File: src/rtl/mdu_sequencer_if.sv
// Issue/result bundle between the EX stage and the multiply/divide sequencer.
// The master issues ops and reads HI/LO; the slave is the sequencer itself.
interface mdu_sequencer_if;
    logic        op_valid;
    logic [2:0]  op;
    logic [31:0] src_a;
    logic [31:0] src_b;
    logic        cancel;
    logic        busy;
    logic        stall;
    logic        done;
    logic [31:0] hi;
    logic [31:0] lo;

    modport master (
        output op_valid, op, src_a, src_b, cancel,
        input  busy, stall, done, hi, lo
    );

    modport slave (
        input  op_valid, op, src_a, src_b, cancel,
        output busy, stall, done, hi, lo
    );
endinterface

File: src/rtl/mdu_sequencer.sv
// Iterative MULT/MULTU/DIV/DIVU sequencer owning HI/LO; one product/quotient bit
// per cycle, then a single sign-fixup cycle that commits the result.
module mdu_sequencer #(
    parameter int ITER = 32
) (
    input  logic            clk,
    input  logic            rst,
    mdu_sequencer_if.slave  bus
);
    typedef enum logic [1:0] {
        IDLE = 2'd0,
        CALC = 2'd1,
        FIX  = 2'd2
    } state_t;

    localparam logic [4:0] LAST_CNT = 5'(ITER - 1);

    // Magnitude of an operand; 33-bit negate so that abs(0x80000000) stays exact.
    function automatic logic [31:0] magnitude(input logic [31:0] v, input logic is_signed);
        logic [32:0] ext;
        logic [32:0] neg;
        ext = {1'b1, v};
        neg = ~ext + 33'd1;
        if (is_signed && v[31]) begin
            return neg[31:0];
        end else begin
            return v;
        end
    endfunction

    state_t      state_r;
    state_t      state_next_s;
    logic [4:0]  cnt_r;
    logic [63:0] acc_r;        // mul: {partial product, multiplier}; div: {remainder, dividend/quotient}
    logic [31:0] opnd_r;       // multiplicand or divisor magnitude
    logic [31:0] raw_a_r;
    logic        is_div_r;
    logic        div_zero_r;
    logic        quo_neg_r;
    logic        rem_neg_r;
    logic [31:0] hi_r;
    logic [31:0] lo_r;
    logic        done_r;

    logic        accept_s;
    logic        op_signed_s;
    logic        op_div_s;
    logic [31:0] mag_a_s;
    logic [31:0] mag_b_s;
    logic        start_s;
    logic        calc_en_s;
    logic        fix_en_s;
    logic        mthi_s;
    logic        mtlo_s;
    logic [32:0] mul_sum_s;
    logic [63:0] mul_next_s;
    logic [32:0] div_hi_s;
    logic [31:0] div_diff_s;
    logic [63:0] div_next_s;
    logic [63:0] div_step_s;
    logic [63:0] prod_s;
    logic [31:0] res_hi_s;
    logic [31:0] res_lo_s;

    assign accept_s    = (state_r == IDLE) && bus.op_valid && !bus.cancel;
    assign op_signed_s = ~bus.op[0];
    assign op_div_s    = bus.op[1];
    assign mag_a_s     = magnitude(bus.src_a, op_signed_s);
    assign mag_b_s     = magnitude(bus.src_b, op_signed_s);

    assign bus.busy  = (state_r != IDLE);
    assign bus.stall = (state_r != IDLE) || (bus.op_valid && !bus.op[2] && (state_r == IDLE));
    assign bus.done  = done_r;
    assign bus.hi    = hi_r;
    assign bus.lo    = lo_r;

    // One iteration of shift-add multiply and restoring divide.
    always_comb begin
        mul_sum_s  = {1'b0, acc_r[63:32]} + (acc_r[0] ? {1'b0, opnd_r} : 33'd0);
        mul_next_s = {mul_sum_s, acc_r[31:1]};
        div_hi_s   = acc_r[63:31];
        div_diff_s = div_hi_s[31:0] - opnd_r;
        if (div_hi_s >= {1'b0, opnd_r}) begin
            div_next_s = {div_diff_s, acc_r[30:0], 1'b1};
        end else begin
            div_next_s = {acc_r[62:0], 1'b0};
        end
        if (is_div_r) begin
            div_step_s = div_next_s;
        end else begin
            div_step_s = mul_next_s;
        end
    end

    // Sign correction and divide-by-zero override for the commit cycle.
    always_comb begin
        prod_s   = quo_neg_r ? (~acc_r + 64'd1) : acc_r;
        res_hi_s = prod_s[63:32];
        res_lo_s = prod_s[31:0];
        if (is_div_r) begin
            if (div_zero_r) begin
                res_hi_s = raw_a_r;
                res_lo_s = 32'hFFFF_FFFF;
            end else begin
                res_lo_s = quo_neg_r ? (~acc_r[31:0] + 32'd1) : acc_r[31:0];
                res_hi_s = rem_neg_r ? (~acc_r[63:32] + 32'd1) : acc_r[63:32];
            end
        end else begin
            res_hi_s = prod_s[63:32];
        end
    end

    // Next-state and per-cycle enables.
    always_comb begin
        state_next_s = state_r;
        start_s      = 1'b0;
        calc_en_s    = 1'b0;
        fix_en_s     = 1'b0;
        mthi_s       = 1'b0;
        mtlo_s       = 1'b0;
        case (state_r)
            IDLE: begin
                if (accept_s) begin
                    if (!bus.op[2]) begin
                        start_s      = 1'b1;
                        state_next_s = CALC;
                    end else if (bus.op == 3'd4) begin
                        mthi_s = 1'b1;
                    end else if (bus.op == 3'd5) begin
                        mtlo_s = 1'b1;
                    end else begin
                        state_next_s = IDLE;
                    end
                end else begin
                    state_next_s = IDLE;
                end
            end
            CALC: begin
                if (bus.cancel) begin
                    state_next_s = IDLE;
                end else begin
                    calc_en_s = 1'b1;
                    if (cnt_r == LAST_CNT) begin
                        state_next_s = FIX;
                    end else begin
                        state_next_s = CALC;
                    end
                end
            end
            FIX: begin
                state_next_s = IDLE;
                if (!bus.cancel) begin
                    fix_en_s = 1'b1;
                end else begin
                    fix_en_s = 1'b0;
                end
            end
            default: begin
                state_next_s = IDLE;
            end
        endcase
    end

    // State register.
    always_ff @(posedge clk) begin
        if (rst) begin
            state_r <= IDLE;
        end else begin
            state_r <= state_next_s;
        end
    end

    // Operand latch, iteration datapath and HI/LO commit.
    always_ff @(posedge clk) begin
        if (rst) begin
            cnt_r      <= 5'd0;
            acc_r      <= 64'd0;
            opnd_r     <= 32'd0;
            raw_a_r    <= 32'd0;
            is_div_r   <= 1'b0;
            div_zero_r <= 1'b0;
            quo_neg_r  <= 1'b0;
            rem_neg_r  <= 1'b0;
            hi_r       <= 32'd0;
            lo_r       <= 32'd0;
            done_r     <= 1'b0;
        end else begin
            if (start_s) begin
                cnt_r      <= 5'd0;
                acc_r      <= {32'd0, (op_div_s ? mag_a_s : mag_b_s)};
                opnd_r     <= op_div_s ? mag_b_s : mag_a_s;
                raw_a_r    <= bus.src_a;
                is_div_r   <= op_div_s;
                div_zero_r <= op_div_s && (bus.src_b == 32'd0);
                quo_neg_r  <= op_signed_s && (bus.src_a[31] ^ bus.src_b[31]);
                rem_neg_r  <= op_signed_s && bus.src_a[31];
            end else if (calc_en_s) begin
                acc_r <= div_step_s;
                cnt_r <= cnt_r + 5'd1;
            end else begin
                cnt_r <= cnt_r;
            end
            if (fix_en_s) begin
                hi_r <= res_hi_s;
                lo_r <= res_lo_s;
            end else if (mthi_s) begin
                hi_r <= bus.src_a;
            end else if (mtlo_s) begin
                lo_r <= bus.src_a;
            end else begin
                hi_r <= hi_r;
            end
            done_r <= fix_en_s;
        end
    end
endmodule
File: src/flat_wrapper.sv
// flat-port wrapper written by rule: the top's interface ports become plain ports
module mdu_sequencer_flat 
#(
    parameter int ITER = 32
)
  (clk, rst, bus_op_valid, bus_op, bus_src_a, bus_src_b, bus_cancel, bus_busy, bus_stall, bus_done, bus_hi, bus_lo);
  mdu_sequencer_if bus_i ();
  input  logic clk;
  input  logic rst;
  input wire logic [$bits(bus_i.op_valid)-1:0] bus_op_valid;
  input wire logic [$bits(bus_i.op)-1:0] bus_op;
  input wire logic [$bits(bus_i.src_a)-1:0] bus_src_a;
  input wire logic [$bits(bus_i.src_b)-1:0] bus_src_b;
  input wire logic [$bits(bus_i.cancel)-1:0] bus_cancel;
  output wire logic [$bits(bus_i.busy)-1:0] bus_busy;
  output wire logic [$bits(bus_i.stall)-1:0] bus_stall;
  output wire logic [$bits(bus_i.done)-1:0] bus_done;
  output wire logic [$bits(bus_i.hi)-1:0] bus_hi;
  output wire logic [$bits(bus_i.lo)-1:0] bus_lo;
  assign bus_i.op_valid = bus_op_valid;
  assign bus_i.op = bus_op;
  assign bus_i.src_a = bus_src_a;
  assign bus_i.src_b = bus_src_b;
  assign bus_i.cancel = bus_cancel;
  assign bus_busy = bus_i.busy;
  assign bus_stall = bus_i.stall;
  assign bus_done = bus_i.done;
  assign bus_hi = bus_i.hi;
  assign bus_lo = bus_i.lo;
  mdu_sequencer #(.ITER(ITER)) u_core (.clk(clk), .rst(rst), .bus(bus_i));
endmodule
File: config.mk
export PLATFORM = sky130hd
export DESIGN_NAME = mdu_sequencer_flat
export DESIGN_NICKNAME = d
export VERILOG_FILES = /design/src/rtl/mdu_sequencer_if.sv /design/src/rtl/mdu_sequencer.sv /design/src/flat_wrapper.sv
export SDC_FILE = /design/constraint.sdc
export NUM_CORES = 1
export LEC_CHECK = 0
export BUFFER_PORTS_ARGS = -buffer_cell sky130_fd_sc_hd__buf_2
export CAP_MARGIN = 20
export CORE_ASPECT_RATIO = 1.1
export CORE_MARGIN = 1.5
export CORE_UTILIZATION = 50
export CTS_BUF_LIST = sky130_fd_sc_hd__clkbuf_4 sky130_fd_sc_hd__clkbuf_8
export CTS_CLUSTER_DIAMETER = 30
export DETAILED_ROUTE_END_ITERATION = 16
export GPL_TIMING_DRIVEN = 0
export PLACE_DENSITY_LB_ADDON = 0.08
export SLEW_MARGIN = 20
export SYNTH_ARGS = -nofsm -noshare
export SYNTH_HDL_FRONTEND = slang
export SYNTH_SLANG_ARGS = --single-unit
File: constraint.sdc
create_clock -name clk -period 9.5 [get_ports clk]
set_input_delay 1.9 -clock clk [delete_from_list [all_inputs] [get_ports clk]]
set_output_delay 1.9 -clock clk [all_outputs]
set_load 0.02 [all_outputs]
==> results_dict.tcl <==
set metrics [dict create \
    place.gp.congestion 1.03 \
    synthFlopType "dfxtp_1" \
    first_pass_iters 8 \
    initial_utilization_pct 50.9 \
    worst_pin_slew_ps 1100 \
    numPortBuffers 125 \
    antenna_found_initial 1 \
    crit_required_ps 10020 \
    path_max_fanout 10 \
    cts_hold_buf 0 \
    fin_ws_ps 4620 \
    seqPwrFrac_pct 31.6 \
    p_comb_share_pct 22.2 \
    cts.sink_count 204 \
    post-dp-hpwl_mm 59.6 \
    detail-route-antenna-nets 0 \
    num_vias 19103 \
    maxSlewViolCount 0 \
    cellPowerDensity_nw_per_um2 152 \
    arrival_ps 5400 \
    finalCritPeriodShare_pct 51.4 \
    async_reset_ff_share_pct 0 \
    design_power_total_mw 2.87 \
    worstRegToRegCells 15 \
    cts_resized 0 \
    synth_nets 2417 \
    track_usage_pct 43.7 \
    use_met2_pct 68.2 \
    max-slew-margin-rel_pct 26.4 \
    via_per_inst 6.55 \
    clk_pin_slew_ps 60 \
    timing_hold_violations_final 0 \
    rsz0062_at_grt "false" \
    ys_ff_latch 204 \
    yosysSeqAreaShare_pct 24.8 \
    r2r_slack_ps 4620 \
    p_int_mw 1.90 \
    swShare_pct 34.0 \
    tns_ps 0 \
    die_h_um 193 \
    fin_worst_skew_ps 39.8 \
    period_needed_ps 4880 \
    remaining_drc_errors 0 \
    diodes 0 \
    leakagePower_nw 7.57 \
    grt_pass1_vias 17728 \
    status "completed" \
    endpoint_kind "flop" \
    syn2layout_area_growth_pct 14.6 \
    syn_area_um2 16500 \
    die-area_um2 34100 \
    ctsLongestPathBuffers 3 \
    min_to "u_core.raw_a_r[12]" \
    cts_buffers 50 \
    post-place-ws_ps 4390 \
    cts_tree "done" \
    root_buffer "clkbuf_8" \
    start_kind "flop" \
    grt_max_degree 15 \
    wl_per_cell_um 26.3 \
    globalRouteOverflowTotal 0 \
    pin_count 138 \
    p_clk_share_pct 46.2 \
    drive_above_1_share_pct 10.5 \
    finalNetCount 2594 \
    holdPathStages 2 \
    insertion_delay_ps 640 \
    initialDrtViolationCount 2304 \
    fmax_mhz 205 \
    critPathKind "flop to flop" \
    min_path_type "flop to flop" \
    switchingPower_mw 0.978 \
    setup_viol 0 \
    syn_area_per_cell_um2 7.25 \
    worstHoldStart "u_core.raw_a_r[12]" \
    grt_use_met3_pct 10.1 \
    synthDistinctLibCells 79 \
    use_met1_pct 52.8 \
    ir_drop_uv 130 \
    htreeDepth 2 \
    cts_setup_buffers 0 \
    coreArea_um2 32400 \
    rows 69 \
    synth_edf_count 0 \
    rr_startpoint "u_core.acc_r[0]" \
    routed_wl_mm 76.7 \
    r2r_end "u_core.acc_r[62]" \
    dieWidth_um 176 \
    grt.busiest_layer "met2" \
    ys_warn_count 0 \
    drv_cap 0 \
    postSynthCellCount 2274 \
    grt_pass1_wl_mm 111 \
]
==> flip-flops by register name, indices dropped and copies added, names as in the netlist, 2 cells and up <==
register,cells
u_core.acc_r,64
u_core.bus.hi,32
u_core.bus.lo,32
u_core.opnd_r,32
u_core.raw_a_r,32
u_core.cnt_r,5
u_core.state_r,2
==> cell usage in the layout, fill, tap and decap left out, drive strengths merged, types with 33 or more instances in the layout <==
cell    synthesis  layout
nand2         314     314
a21oi         226     226
clkbuf        158     219
nor2          208     208
dfxtp         204     204
o21ai         171     171
buf            25     150
mux2i          92      92
xor2           89      89
xnor2          87      87
o211ai         72      72
ha             70      70
inv            62      67
nor3           46      46
a211oi         42      42
a221oi         36      36
nand3          33      33
==> cells by family after synthesis <==
kind of cell               share of synthesized area, %
DFF                                                24.8
adders and majority gates                          5.56
AOI/OAI and AO/OA                                  27.7
xor gates and xnor gates                           9.35
buffers and inverters                              5.77
muxes                                              5.86
and+or+nand+nor                                    21.0
==> routing by layer <==
| metal | part of all wire [%] | vias to the layer above |
|---|---|---|
| li1 | - | 8552 |
| met1 | 37 | 8959 |
| met2 | 44 | 1252 |
| met3 | 11 | 338 |
| met4 | 8.3 | 2 |
| met5 | 0.025 | - |
==> stage by stage <==
stage                     hold WS [ps]  instance area (um2)  utilization (%)  cells
after floorplan                    431                16500                -   2274
after global placement             440                17600             54.5   2825
after detailed placement           444                17600             54.5   2825
after CTS                          454                18900             58.3   2917
after global routing               471                18900             58.3   2917
final                              454                18900             58.3   2917
==> worst max-delay path: stages (launching register included) <==
cell	delay, ps
dfxtp_1	370
inv_1	310
buf_1	500
nor2_1	130
ha_1	420
a2111oi_2	440
o21ai_1	240
a211oi_1	600
o311a_1	310
o31ai_1	180
a211o_1	370
a31o_2	270
nand2_1	100
mux2i_1	190
o21ai_0	100
a211oi_1	250
==> power by group through the flow <==
stage               registers (mW)  logic (mW)  clock network [mW]
CTS                          0.907       0.611                1.32
detailed placement           0.925       0.606                   0
finish                       0.909       0.638                1.33
global route                 0.909       0.668                1.37
global placement             0.924       0.607                   0
floorplan                    0.917       0.391                   0
==> synthesized netlist by cell type (14+ instances only) <==
cell type / number / share of area [%]
nand2_1: 314 / 7.2
a21oi_1: 226 / 6.9
nor2_1: 208 / 4.7
dfxtp_1: 204 / 25
o21ai_0: 167 / 5.1
clkbuf_1: 157 / 3.6
mux2i_1: 92 / 5.6
xor2_1: 89 / 4.7
xnor2_1: 87 / 4.6
o211ai_1: 71 / 3.2
ha_1: 70 / 5.3
inv_1: 61 / 1.4
nor3_1: 45 / 1.4
a211oi_1: 42 / 1.9
a221oi_1: 36 / 1.9
nand3_1: 32 / 0.97
o31ai_1: 27 / 1.2
a21o_1: 25 / 1.1
nand2b_1: 24 / 0.91
or3_1: 24 / 0.91
a31oi_1: 22 / 0.84
nor2b_1: 22 / 0.84
nand4_1: 16 / 0.61
buf_1: 14 / 0.32
==> final cells by class <==
class / instances / area [um2]
well taps: 426 / 533
clock buffers: 61 / 802
fillers: 3193 / 13500
clock inverters: 31 / 442
flip-flops and latches: 204 / 4080
inverters: 63 / 236
plain buffers: 183 / 714
repair buffers: 125 / 626
multi-input cells: 1824 / 11400
==> worst max-delay path by stage <==
stage	to	depth (start not counted)	from	slack (ps)
finish	u_core.acc_r[62]	15	u_core.acc_r[0]	4620
global route	u_core.acc_r[62]	15	u_core.acc_r[0]	4360
CTS	u_core.acc_r[62]	15	u_core.acc_r[0]	4720
detailed placement	u_core.opnd_r[28]	13	bus_src_a[0]	4390
global placement	u_core.opnd_r[20]	13	bus_src_a[1]	4410
floorplan	u_core.acc_r[23]	10	bus_src_b[4]	5210
Note: power is estimated with default switching activity, not from simulation.
